$ cat config.mk
export PLATFORM = sky130hd
export DESIGN_NAME = io_port_unit
export DESIGN_NICKNAME = d
export VERILOG_FILES = /design/src/rtl/io_port_pkg.sv /design/src/rtl/port_fifo.sv /design/src/rtl/io_port_unit.sv
export SDC_FILE = /design/constraint.sdc
export NUM_CORES = 1
export LEC_CHECK = 0
export CORE_MARGIN = 2
export CORE_UTILIZATION = 36
export DETAILED_ROUTE_END_ITERATION = 16
export PLACE_DENSITY_LB_ADDON = 0.15
export SLEW_MARGIN = 40
export SYNTH_ARGS = -nofsm -noshare
export SYNTH_HDL_FRONTEND = slang
export SYNTH_HIERARCHICAL = 1
export SYNTH_SLANG_ARGS = --single-unit
export TNS_END_PERCENT = 5
$ cat constraint.sdc
create_clock -name clk -period 2.3 [get_ports clk]
set_input_delay 0.345 -clock clk [delete_from_list [all_inputs] [get_ports clk]]
set_output_delay 0.345 -clock clk [all_outputs]
set_load 0.02 [all_outputs]
$ cat src/rtl/io_port_pkg.sv
// rtl/io_port_pkg.sv - shared status-word layout for the external-port controller
package io_port_pkg;

    localparam int STAT_TXFULL  = 0;
    localparam int STAT_RXEMPTY = 1;
    localparam int STAT_OVF     = 2;
    localparam int STAT_UNF     = 3;
    localparam int STAT_IRQEN   = 4;
    localparam int STAT_W       = 5;

    // Field order gives bit 4 down to bit 0, matching the STAT_* indices above.
    typedef struct packed {
        logic irq_en;
        logic unf;
        logic ovf;
        logic rx_empty;
        logic tx_full;
    } status_t;

endpackage

$ cat src/rtl/port_fifo.sv
// rtl/port_fifo.sv - synchronous FIFO with combinational head, used for each TX and RX channel
module port_fifo #(
    parameter int DATA_W = 16,
    parameter int DEPTH  = 4
) (
    input  logic                   clk,
    input  logic                   r,
    input  logic                   push,
    input  logic                   pop,
    input  logic [DATA_W-1:0]      din,
    output logic [DATA_W-1:0]      dout,
    output logic                   full,
    output logic                   empty,
    output logic [$clog2(DEPTH):0] count
);

    localparam int AW = $clog2(DEPTH);

    logic [DATA_W-1:0] r_mem [DEPTH];
    logic [AW-1:0]     r_wr_ptr;
    logic [AW-1:0]     r_rd_ptr;
    logic [AW:0]       r_count;
    logic              w_push;
    logic              w_pop;

    assign empty = (r_count == '0);
    assign full  = (r_count == (AW+1)'(DEPTH));
    assign count = r_count;
    assign dout  = r_mem[r_rd_ptr];

    // At full a simultaneous pop lets the push land in the slot being vacated.
    assign w_pop  = pop & ~empty;
    assign w_push = push & (~full | w_pop);

    always_ff @(posedge clk or negedge r) begin
        if (!r) begin
            r_wr_ptr <= '0;
            r_rd_ptr <= '0;
            r_count  <= '0;
        end else begin
            if (w_push) r_wr_ptr <= r_wr_ptr + AW'(1);
            if (w_pop)  r_rd_ptr <= r_rd_ptr + AW'(1);
            if (w_push && !w_pop)      r_count <= r_count + (AW+1)'(1);
            else if (w_pop && !w_push) r_count <= r_count - (AW+1)'(1);
        end
    end

    always_ff @(posedge clk) begin
        if (w_push) r_mem[r_wr_ptr] <= din;
    end

endmodule

$ cat src/rtl/io_port_unit.sv
// rtl/io_port_unit.sv - CPU-side register decode over NUM_PORTS buffered TX/RX device channels
module io_port_unit
    import io_port_pkg::*;
#(
    parameter int  DATA_W     = 16,
    parameter int  NUM_PORTS  = 4,
    parameter int  FIFO_DEPTH = 4,
    localparam int PSEL_W     = (NUM_PORTS > 1) ? $clog2(NUM_PORTS) : 1
) (
    input  logic                        clk,
    input  logic                        r,
    input  logic [PSEL_W-1:0]           port_sel,
    input  logic                        wr,
    input  logic                        rd,
    input  logic                        stat,
    input  logic [DATA_W-1:0]           wdata,
    output logic [DATA_W-1:0]           rdata,
    output logic                        rdata_valid,
    output logic [NUM_PORTS*DATA_W-1:0] tx_data,
    output logic [NUM_PORTS-1:0]        tx_valid,
    input  logic [NUM_PORTS-1:0]        tx_ready,
    input  logic [NUM_PORTS*DATA_W-1:0] rx_data,
    input  logic [NUM_PORTS-1:0]        rx_valid,
    output logic [NUM_PORTS-1:0]        rx_ready,
    output logic                        irq
);

    localparam int CW = $clog2(FIFO_DEPTH) + 1;

    logic [NUM_PORTS-1:0] w_sel_oh;
    logic                 w_sel_ok;
    logic                 w_dwr;
    logic                 w_drd;
    logic                 w_cwr;
    logic                 w_srd;

    logic [NUM_PORTS-1:0] w_tx_push, w_tx_pop, w_tx_full, w_tx_empty;
    logic [NUM_PORTS-1:0] w_rx_push, w_rx_pop, w_rx_full, w_rx_empty;
    logic [DATA_W-1:0]    w_tx_dout [NUM_PORTS];
    logic [DATA_W-1:0]    w_rx_dout [NUM_PORTS];
    logic [CW-1:0]        w_tx_cnt_unused [NUM_PORTS];
    logic [CW-1:0]        w_rx_cnt_unused [NUM_PORTS];

    logic [NUM_PORTS-1:0] r_ovf;
    logic [NUM_PORTS-1:0] r_unf;
    logic [NUM_PORTS-1:0] r_irq_en;
    logic [DATA_W-1:0]    r_rdata;
    logic                 r_rdata_valid;
    logic                 r_irq;

    status_t              w_stat;
    logic [DATA_W-1:0]    w_stat_word;
    logic [DATA_W-1:0]    w_rx_head;
    logic                 w_sel_rx_empty;

    // Out-of-range selects decode to no port, so writes vanish and reads see zero.
    always_comb begin
        w_sel_oh = '0;
        for (int p = 0; p < NUM_PORTS; p++) begin
            w_sel_oh[p] = (port_sel == PSEL_W'(p));
        end
    end

    assign w_sel_ok = |w_sel_oh;
    assign w_dwr    = wr & ~stat;
    assign w_drd    = rd & ~stat;
    assign w_cwr    = wr & stat;
    assign w_srd    = rd & stat;

    for (genvar p = 0; p < NUM_PORTS; p++) begin : g_port
        assign w_tx_push[p] = w_dwr & w_sel_oh[p] & ~w_tx_full[p];
        assign w_tx_pop[p]  = ~w_tx_empty[p] & tx_ready[p];
        assign w_rx_push[p] = rx_valid[p] & ~w_rx_full[p];
        assign w_rx_pop[p]  = w_drd & w_sel_oh[p] & ~w_rx_empty[p];

        assign tx_data[p*DATA_W +: DATA_W] = w_tx_dout[p];
        assign tx_valid[p] = ~w_tx_empty[p];
        assign rx_ready[p] = ~w_rx_full[p];

        port_fifo #(.DATA_W(DATA_W), .DEPTH(FIFO_DEPTH)) u_tx_fifo (
            .clk   (clk),
            .r     (r),
            .push  (w_tx_push[p]),
            .pop   (w_tx_pop[p]),
            .din   (wdata),
            .dout  (w_tx_dout[p]),
            .full  (w_tx_full[p]),
            .empty (w_tx_empty[p]),
            .count (w_tx_cnt_unused[p])
        );

        port_fifo #(.DATA_W(DATA_W), .DEPTH(FIFO_DEPTH)) u_rx_fifo (
            .clk   (clk),
            .r     (r),
            .push  (w_rx_push[p]),
            .pop   (w_rx_pop[p]),
            .din   (rx_data[p*DATA_W +: DATA_W]),
            .dout  (w_rx_dout[p]),
            .full  (w_rx_full[p]),
            .empty (w_rx_empty[p]),
            .count (w_rx_cnt_unused[p])
        );
    end

    always_comb begin
        w_stat         = '0;
        w_rx_head      = '0;
        w_sel_rx_empty = 1'b1;
        for (int p = 0; p < NUM_PORTS; p++) begin
            if (w_sel_oh[p]) begin
                w_stat.irq_en   = r_irq_en[p];
                w_stat.unf      = r_unf[p];
                w_stat.ovf      = r_ovf[p];
                w_stat.rx_empty = w_rx_empty[p];
                w_stat.tx_full  = w_tx_full[p];
                w_rx_head       = w_rx_dout[p];
                w_sel_rx_empty  = w_rx_empty[p];
            end
        end
        w_stat_word            = '0;
        w_stat_word[STAT_W-1:0] = w_stat;
    end

    // Sets come after the status-read clear so a same-cycle event is not lost.
    always_ff @(posedge clk or negedge r) begin
        if (!r) begin
            r_ovf    <= '0;
            r_unf    <= '0;
            r_irq_en <= '0;
        end else begin
            for (int p = 0; p < NUM_PORTS; p++) begin
                if (w_srd && w_sel_oh[p]) begin
                    r_ovf[p] <= 1'b0;
                    r_unf[p] <= 1'b0;
                end
                if (w_dwr && w_sel_oh[p] && w_tx_full[p])  r_ovf[p] <= 1'b1;
                if (w_drd && w_sel_oh[p] && w_rx_empty[p]) r_unf[p] <= 1'b1;
                if (w_cwr && w_sel_oh[p])                  r_irq_en[p] <= wdata[0];
            end
        end
    end

    always_ff @(posedge clk or negedge r) begin
        if (!r) begin
            r_rdata       <= '0;
            r_rdata_valid <= 1'b0;
            r_irq         <= 1'b0;
        end else begin
            r_rdata_valid <= rd;
            if (rd) begin
                if (!w_sel_ok)           r_rdata <= '0;
                else if (stat)           r_rdata <= w_stat_word;
                else if (w_sel_rx_empty) r_rdata <= '0;
                else                     r_rdata <= w_rx_head;
            end
            r_irq <= |(~w_rx_empty & r_irq_en);
        end
    end

    assign rdata       = r_rdata;
    assign rdata_valid = r_rdata_valid;
    assign irq         = r_irq;

endmodule

==> summary.txt, run 1 <==
Worst-Margin Slew -> 0.7194 ns
DIE HEIGHT -> 264.0 um
CTS Sinks -> 598
Reg2Reg Depth -> 11
Finished Cell Area -> 30450 um2
failing checks -> negative setup slack
Mean Syn Cell Area -> 21.27 um2
Netlist cell types -> 47
Setup violations, final -> 3
most frequent cells in the layout -> 512 x edfxtp_1, 109 x clkdlybuf4s50_1, 92 x mux4_2, 92 x buf_4, 76 x dfrtp_1
Top-Level Pins -> 185
Slew Limit Fails -> 0
Tot Pwr -> 36.79 mW
Tot GR Track Use -> 15.52%
sequential share of power -> 39.7%
fraction of registers with async set/reset -> 14.38%
Tmin final -> 2.320 ns
fin cells -> 2418
GRT met1 Usage -> 19.55%
status -> finished with violations
Synth Warn # -> 6
post-synth top area cell -> edfxtp_1
startpoint types -> register
Pwr Density -> 1208 nW/um2
Routed WL per cell -> 22.17 um
register area -> 17540 um2
gpl congestion -> 0.7201
H-Tree Level Count -> 3
sw frac -> 30.28%
Yosys top cell area share -> 63.17%
internal power component -> 25.65 mW
n_diodes -> 0
CP required -> 1.96 ns
Clock power frac -> 27.8%
CTS Root Cell -> clkbuf_16
Crit-path slowest cell -> mux4_1
Port Buffer Count -> 184
max-cap viol count -> 0
row cnt -> 95
Max transition margin -> 51.89%
hold endpoint -> r_ovf[2]
Final period util -> 100.9%
vias in the first global route -> 12410
core area -> 67040 um2
Synth area leaders -> edfxtp_1 63%, dfrtp_1 8.8%, mux4_1 7.4%
synthesized cell area -> 24340 um2
slowest stage delay, CP -> 0.53 ns
RSZ-0062 raised after global routing -> yes
global route hottest layer -> met2
HPWL Detailed -> 35980 um
vias -> 11800
Critical R2R Capture -> g_port[0].u_tx_fifo/count[2]
setup ws final -> -0.02007 ns
sequential element share of the synthesized area -> 72.02%
GR Util met3 -> 3.160%
Inserted Clock Buffers -> 67
first-pass GRT wire length -> 79540 um
clk buf depth -> 3
crit-path max FO -> 8
wirelength, routed -> 53600 um
syn nets -> 1287
largest net degree at the start of global routing -> 39
DRT antenna net count -> 0
Initial Util -> 36.30%
fmax -> 431.0 MHz
Seq cells post-synth -> 598
most common cell after layout, fill and taps aside -> edfxtp_1
Setup crit end kind -> output pin
First-pass DRT Iterations -> 5
GR Util met2 -> 26.99%
Crit Path Class -> register to output pin
vias per cell -> 4.881
worst hold start -> port_sel[1]
placed cell areas -> 28510 um2
Logic pwr share -> 32.5%
flop-to-flop setup slack -> 0.11 ns
Die Span X -> 264.0 um
Final Hold Fails -> 0
Hold Path Depth -> 4
Net Sw Power -> 11.14 mW
setup_tns -> -0.03984 ns
fraction of final layout cells with drive strength greater than 1 -> 31.26%
Die Area -> 69700 um2
number of synthesized flops with an enable pin -> 512
crit path DAT -> 1.98 ns
worst path cell trace -> buf_12 > buf_16 > mux4_1 > buf_2
DRC -> 0
initial antenna violation count -> 3
cell count after synthesis -> 1144
Filler Cells Inserted -> 5809
clock slew at reported path FFs -> 0.06 ns
worst skew pair latency -> 0.59 ns
Leakage -> 10.74 nW
clk_skew -> 0.01515 ns
hold crit path type -> input port to register
nets -> 1637
Critical R2R Launch -> g_port[0].u_tx_fifo/count[2]
VDD IR-drop max -> 0.5923 mV
clock tree from TritonCTS -> yes
total grt overflow -> 0
# placed instances -> 2289
Area growth, synth to finish -> 25.11%
area of the multi-input gates -> 6210 um2
DR iter-0 viols -> 751
prevailing post-synth register cell -> edfxtp_1
-- repair_timing --
action | 4_1_cts | 5_1_grt
pin swaps | 0 | 9
setup endpoints to repair | 73 | 55
gates resized for setup | 267 | 50
cloned | 1 | 0
hold endpoints to repair | 36 | 0
hold buffers | 1 | 0
setup buffers | 3 | 4
-- power by group through the flow --
| stage | Combinational (mW) | Clock, mW | Sequential, mW |
|---|---|---|---|
| after floorplan | 7.33 | 0 | 14.7 |
| after global placement | 12.5 | 0 | 14.7 |
| after detailed placement | 12.6 | 0 | 14.8 |
| after CTS | 12.2 | 10.5 | 14.6 |
| after global routing | 13.0 | 10.9 | 14.8 |
| final | 12.0 | 10.2 | 14.6 |
-- sequential cells by signal, summed over array words and instances (netlist names) --
| register | flops |
|---|---|
| g_port.u_rx_fifo/count | 12 |
| g_port.u_rx_fifo/r_mem | 256 |
| g_port.u_rx_fifo/r_rd_ptr | 8 |
| g_port.u_rx_fifo/r_wr_ptr | 8 |
| g_port.u_tx_fifo/count | 12 |
| g_port.u_tx_fifo/r_mem | 256 |
| g_port.u_tx_fifo/r_rd_ptr | 8 |
| g_port.u_tx_fifo/r_wr_ptr | 8 |
| irq | 1 |
| r_irq_en | 4 |
| r_ovf | 4 |
| r_unf | 4 |
| rdata | 16 |
| rdata_valid | 1 |
-- layer usage --
metal / wire [um] / vias to the layer above
li1: - / 5322
met1: 22120 / 6104
met3: 2444 / 84
met2: 27720 / 289
met5: 26 / -
met4: 1294 / 4
-- logic make-up (layout without fill, tap and decap cells) --
| kind of cell | after synthesis | in the layout | share of synthesized area, % |
|---|---|---|---|
| AOI/OAI and AO/OA | 56 | 56 | 2.010 |
| buffers and inverters | 109 | 510 | 2.699 |
| muxes | 172 | 172 | 15.68 |
| DFF | 598 | 598 | 72.02 |
| adders and majority gates | 48 | 48 | 2.714 |
| xor gates and xnor gates | 48 | 48 | 1.727 |
| and+or+nand+nor | 113 | 113 | 3.157 |
-- critical path, delay by kind of cell, from the launching register on --
kind | cells | cell delay [ns]
buf+inv | 3 | 0.44
flops | 1 | 0.42
mux | 1 | 0.53
-- cells in the mapped netlist, types with 3 or more instances --
cell type	n
nand2b_1	13
nor3b_4	8
o2bb2ai_2	10
mux4_1	69
dfrtp_1	86
fa_1	8
nor2_1	12
xor2_1	16
and3_1	3
a21boi_2	8
mux2i_1	5
a31oi_1	9
a21oi_1	8
buf_12	8
nor2b_1	9
clkbuf_1	4
and2_1	32
edfxtp_1	512
nand3_1	4
nor3_1	14
o21ai_0	10
mux2_2	22
nand2_1	4
xnor2_1	32
ha_1	40
nand3b_1	8
mux4_2	75
inv_1	62
buf_2	21
buf_6	12
-- metrics by stage --
step	hold slack, ns	setup slack, ns	utilization [%]
floorplan	0.04941	-0.02131	-
global placement	0.4098	-0.3837	42.52
detailed placement	0.4121	-0.4496	42.52
CTS	0.2671	-0.1681	45.41
global route	0.3045	-0.1020	45.42
finish	0.2816	-0.02007	45.42
-- area by class of cell --
type,instances,share of cell area [%]
clock buffer,83,5.872
sequential,598,57.60
timing repair buffer,327,10.66
multi-input combinational,437,20.39
clock inverter,37,1.105
tap,873,3.587
inverter,63,0.7766
-- worst max-delay path by stage --
stage	start	end	depth (start not counted)
floorplan	port_sel[0]	g_port[2].u_rx_fifo/count[2]	12
global placement	stat	g_port[0].u_tx_fifo/count[2]	10
detailed placement	stat	g_port[0].u_tx_fifo/count[2]	10
CTS	g_port[1].u_tx_fifo/r_rd_ptr[0]	tx_data[29]	3
global route	g_port[1].u_tx_fifo/r_rd_ptr[0]	tx_data[21]	4
finish	g_port[3].u_tx_fifo/r_rd_ptr[0]	tx_data[50]	4
Note: power is estimated with default switching activity, not from simulation.
==> run 2, diff against run 1 <==
clock period = 2.55 ns   (was 2.3 ns; I/O delays follow)
==> run 2 against run 1 <==
Compared with the run above:
- largest power group unchanged
- critical endpoint is now tx_data[46]
- cell count is 0.58% lower
- the run now ends clean
- count of clock-buffer cells in the layout rose by 3
- flip-flop and latch count unchanged
- final area is 0.51% lower
- die area stayed put
==> summary.txt, run 2 (synthesis gave the netlist of run 1 again) <==
status -> finished clean
Pwr Density -> 1081 nW/um2 (-11%)
Reg2Reg Depth -> 11 (unchanged)
worst skew pair latency -> 0.60 ns (about the same)
H-Tree Level Count -> 3 (unchanged)
total grt overflow -> 0 (unchanged)
wirelength, routed -> 53730 um (+0.24%)
clock slew at reported path FFs -> 0.06 ns (about the same)
Area growth, synth to finish -> 24.48%
core area -> 67040 um2 (unchanged)
initial antenna violation count -> 5 (+2)
gpl congestion -> 0.7297 (+1.3%)
nets -> 1624 (-0.79%)
Setup violations, final -> 0 (-3)
clk buf depth -> 3 (unchanged)
vias per cell -> 4.904 (+0.46%)
vias -> 11790 (-0.12%)
Port Buffer Count -> 184 (unchanged)
HPWL Detailed -> 36170 um (+0.53%)
First-pass DRT Iterations -> 4 (-1)
crit-path max FO -> 5 (-3)
clk_skew -> 0.02389 ns (+0.008743 ns)
Die Span X -> 264.0 um (unchanged)
max-cap viol count -> 0 (unchanged)
CTS Sinks -> 598 (unchanged)
crit path DAT -> 2.10 ns (+0.12 ns)
fraction of final layout cells with drive strength greater than 1 -> 24.69% (-6.6 points)
Tmin final -> 2.485 ns
Slew Limit Fails -> 0 (unchanged)
# placed instances -> 2273 (-0.70%)
Final period util -> 97.46%
CTS Root Cell -> clkbuf_16
Worst-Margin Slew -> 0.7441 ns (+0.02470 ns)
Crit Path Class -> register to output pin
Max transition margin -> 50.24% (-1.7 points)
clock tree from TritonCTS -> yes
first-pass GRT wire length -> 80000 um (+0.57%)
fin cells -> 2404 (-0.58%)
setup_tns -> 0 ns (+0.03984 ns)
Initial Util -> 36.30% (unchanged)
DRT antenna net count -> 0 (unchanged)
Final Hold Fails -> 0 (unchanged)
Critical R2R Launch -> g_port[0].u_rx_fifo/count[0]
most frequent cells in the layout -> 512 x edfxtp_1, 116 x clkdlybuf4s50_1, 89 x buf_4
Tot GR Track Use -> 15.56% (+0.030 points)
Die Area -> 69700 um2 (unchanged)
row cnt -> 95 (unchanged)
Top-Level Pins -> 185 (unchanged)
Leakage -> 10.73 nW (about the same)
n_diodes -> 0 (unchanged)
crit path capture -> tx_data[46]
Critical R2R Capture -> g_port[0].u_rx_fifo/count[2]
Routed WL per cell -> 22.35 um (+0.82%)
RSZ-0062 raised after global routing -> yes
vias in the first global route -> 12310 (-0.80%)
flop-to-flop setup slack -> 0.25 ns (+0.14 ns)
Crit. Startpoint -> g_port[2].u_tx_fifo/r_rd_ptr[0]
Inserted Clock Buffers -> 68 (+1.5%)
Setup crit end kind -> output pin
VDD IR-drop max -> 0.6072 mV (+2.5%)
CP required -> 2.17 ns (+0.21 ns)
fmax -> 402.4 MHz
DIE HEIGHT -> 264.0 um (unchanged)
DR iter-0 viols -> 642 (-15%)
largest net degree at the start of global routing -> 35 (-10%)
hold crit path type -> input port to asynchronous set/reset pin
Filler Cells Inserted -> 5811 (+0.034%)
most common cell after layout, fill and taps aside -> edfxtp_1
DRC -> 0 (unchanged)
startpoint types -> register
-- run 2: area by class of cell --
type,count,area [um2],share of cell area (%)
inverters,63,236.5,0.7806
multi-input cells,437,6175,20.38
repair buffers,313,3156,10.42
clock buffers,86,1832,6.047
well taps,873,1092,3.606
flip-flops and latches,598,17530,57.86
clock inverters,34,274.0,0.9045
-- run 2: power breakdown --
part / switching (mW) / leakage (nW) / internal [mW]
clock network: 3.81 / 1.03 / 5.40
registers: 0.939 / 5.67 / 12.3
logic: 5.18 / 4.03 / 5.11
-- run 2: per-layer routing --
layer  global-route usage, %  part of all wire, %  vias up
met1                   19.00                   40     6119
met5                       0                 0.13        -
li1                        -                    -     5301
met2                   26.93                   52      272
met3                   4.223                  5.4       87
met4                   4.699                  2.6       10
-- run 2: worst min path at each step --
| stage | start | end |
|---|---|---|
| floorplan | r | g_port[0].u_rx_fifo/count[0] |
| global placement | r | rdata[11] |
| detailed placement | r | rdata[12] |
| CTS | port_sel[1] | r_ovf[3] |
| global route | port_sel[1] | r_ovf[3] |
| finish | r | rdata[12] |
-- run 2: worst max-delay path, stage by stage (launching register included) --
cell	delay (ns)
dfrtp_2	0.43
buf_4	0.19
mux4_2	0.55
dlygate4sd2_1	0.35
-- run 2: timing repair --
action / in CTS / in global routing
setup endpoints to repair: 66 / 29
hold buffers: 1 / 0
hold endpoints to repair: 32 / 0
resized for setup: 109 / 29
cloned: 0 / 0
pin swaps: 0 / 1
setup buffers: 10 / 0
-- run 2: metrics by stage --
stage / util (%) / total power [mW] / cell area, um2 / hold WS, ns / worst slack [ns]
after floorplan: - / 19.80 / 24340 / 0.08691 / 0.005966
after global placement: 42.05 / 24.13 / 28190 / 0.4097 / -0.3473
after detailed placement: 42.05 / 24.29 / 28190 / 0.4128 / -0.4368
after CTS: 45.25 / 33.46 / 30340 / 0.2679 / -0.0008398
after global routing: 45.19 / 34.44 / 30290 / 0.3003 / -0.01929
final: 45.19 / 32.76 / 30290 / 0.3011 / 0.06487
==> run 3, diff against run 2 <==
GPL_TIMING_DRIVEN = 0   (was not set)
SKIP_LAST_GASP = 1   (was not set)
==> run 3 against run 2 <==
Compared with the run above:
- the run now ends with negative setup slack left
- clock skew is 0.0012 ns lower
- sequential power is essentially flat
- critical endpoint is now tx_data[21]
- setup slack got worse by 0.20 ns
- highest routed layer unchanged
- utilization fell by 0.77 points
- final area decreased by 1.7%
- via count shrank 2.2%
==> summary.txt, run 3 (synthesis gave the netlist of run 1 again) <==
First-pass DRT Iterations -> 5 (+1)
DRT antenna net count -> 0 (unchanged)
vias per cell -> 4.954 (+1.0%)
worst path cell trace -> buf_6 > buf_12 > mux4_2 > clkdlybuf4s50_1
Inserted Clock Buffers -> 69 (+1.5%)
vias -> 11530 (-2.2%)
clk buf depth -> 3 (unchanged)
sequential share of power -> 39.3% (-1.2 points)
status -> finished with violations
Setup crit end kind -> output pin
Worst-Margin Slew -> 0.7272 ns (-0.01689 ns)
Setup violations, final -> 35 (+35)
Routed WL per cell -> 23.26 um (+4.1%)
fmax -> 371.8 MHz (-7.6%)
Top-Level Pins -> 185 (unchanged)
Final period util -> 105.5% (+8.0 points)
Tot Pwr -> 33.43 mW (+2.1%)
slowest stage delay, CP -> 0.55 ns (about the same)
worst slack, placed -> -0.9673 ns (-0.5305 ns)
clock tree from TritonCTS -> yes
Crit Path Class -> register to output pin
H-Tree Level Count -> 3 (unchanged)
RSZ-0062 raised after global routing -> yes
worst hold start -> stat
HPWL Detailed -> 36060 um (-0.31%)
Crit-path slowest cell -> clkdlybuf4s50_1
Net Sw Power -> 9.974 mW (+0.52%)
fraction of final layout cells with drive strength greater than 1 -> 22.56% (-2.1 points)
Area growth, synth to finish -> 22.34%
Tot GR Track Use -> 15.69% (+0.13 points)
Die Span X -> 264.0 um (unchanged)
first-pass GRT wire length -> 80160 um (+0.20%)
max-cap viol count -> 0 (unchanged)
Final Hold Fails -> 0 (unchanged)
worst skew pair latency -> 0.59 ns (about the same)
most frequent cells in the layout -> 512 x edfxtp_1, 147 x clkdlybuf4s50_1, 83 x dfrtp_1
Crit. Startpoint -> g_port[1].u_tx_fifo/r_rd_ptr[0]
DR iter-0 viols -> 659 (+2.6%)
vias in the first global route -> 12150 (-1.3%)
failing checks -> negative setup slack
critical path's top delay family -> buffers and inverters
clk_skew -> 0.02271 ns (-0.001183 ns)
largest net degree at the start of global routing -> 47 (+34%)
DIE HEIGHT -> 264.0 um (unchanged)
most common cell after layout, fill and taps aside -> edfxtp_1
Clock power frac -> 30.2% (+2.1 points)
setup ws final -> -0.1398 ns (-0.2047 ns)
Max transition margin -> 51.37% (+1.1 points)
Logic pwr share -> 30.5% (-0.9 points)
Leakage -> 10.34 nW (-3.6%)
Pwr Density -> 1123 nW/um2 (+3.8%)
VDD IR-drop max -> 0.4869 mV (-20%)
startpoint types -> register
Initial Util -> 36.30% (unchanged)
Tmin final -> 2.690 ns (+0.2047 ns)
wirelength, routed -> 54160 um (+0.80%)
row cnt -> 95 (unchanged)
total grt overflow -> 0 (unchanged)
clock slew at reported path FFs -> 0.06 ns (about the same)
Die Area -> 69700 um2 (unchanged)
CP required -> 2.17 ns (about the same)
sw frac -> 29.83% (-0.46 points)
DRC -> 0 (unchanged)
initial antenna violation count -> 4 (-1)
hold slack -> 0.2204 ns (-0.08074 ns)
Port Buffer Count -> 180 (-2.2%)
internal power component -> 23.46 mW (+2.7%)
CTS Sinks -> 598 (unchanged)
core area -> 67040 um2 (unchanged)
nets -> 1541 (-5.1%)
crit path DAT -> 2.31 ns (+0.21 ns)
Worst Path Buf+Inv -> 3 (+1)
Slew Limit Fails -> 0 (unchanged)
CTS Root Cell -> clkbuf_16
hold crit path type -> input port to register
gpl congestion -> 0.7411 (+1.6%)
crit-path max FO -> 10 (+5)
Critical R2R Launch -> g_port[3].u_rx_fifo/count[0]
## run 3: cell types whose count changed in the layout (fill, tap and decap cells not counted), sizes merged, moves of 3 or more
cell           change
bufinv             +6
clkbuf             +8
buf               -99
clkinvlp           +3
clkinv            -10
dlygate4sd2       -10
clkdlybuf4s50     +31
clkdlybuf4s15      -6
## run 3: through the flow
step                      instances  utilization [%]  setup TNS, ns  area [um2]
after global routing           2328            44.41         -9.553       29770
after global placement         2197            40.62        -618.59       27230
after detailed placement       2198            40.77        -199.75       27330
final                          2328            44.41         -2.571       29770
after floorplan                1144                -              0       24340
after CTS                      2326            44.32         -6.536       29710
## run 3: metal layers
layer  share of wire [%]  vias up  wire length [um]  track usage, %
met2                  52      269             27900           27.03
met3                 4.9       74              2640           3.896
met1                  42     6040             22530           19.72
met5               0.081        -                44               0
met4                 1.9        6              1045           4.284
li1                    -     5145                 -               -
## run 3: power groups by stage
stage                     Sequential, mW  Combinational (mW)  Clock (mW)
after floorplan                     13.2                6.57           0
after global placement              13.3                10.4           0
after detailed placement            13.3                10.6           0
after CTS                           13.1                10.5        10.4
after global routing                13.3                11.0        10.8
final                               13.2                10.2        10.1
## run 3: worst paths after layout
kind | to | slack, ns | cells after the start
worst max-delay path | tx_data[21] | -0.14 | 4
worst min-delay path | r_irq_en[0] | 0.22 | 3
worst max register to register | g_port[3].u_rx_fifo/count[2] | 0.02 | 10
worst min register to register | rdata[9] | 0.49 | 1
max in group asynchronous | g_port[3].u_tx_fifo/r_wr_ptr[0] | 1.66 | 3
min in group asynchronous | g_port[1].u_rx_fifo/r_rd_ptr[1] | 0.29 | 2
## run 3: timing repair
action	4_1_cts	5_1_grt
setup endpoints to repair	206	86
pin swaps	0	1
resized for setup	56	12
hold buffers	1	0
buffers inserted	0	1
endpoints found under the hold margin	40	0
## run 3: layout make-up
cell class,count,area [um2]
flip-flops and latches,598,17530
clock buffers,94,1924
fillers,5783,37260
clock inverters,33,412.9
well taps,873,1092
diodes,1,2.502
multi-input cells,437,6311
inverters,63,236.5
repair buffers,183,1829
plain buffers,46,435.4
## run 3: worst register-to-register path: stages (launching register included)
cell      delay, ns
dfrtp_1        0.48
nor3_2         0.16
nor3_2         0.32
inv_1          0.10
a21boi_2       0.32
ha_1           0.24
inv_1          0.06
fa_1           0.37
xor2_1         0.15
nor2_1         0.11
xor2_1         0.15
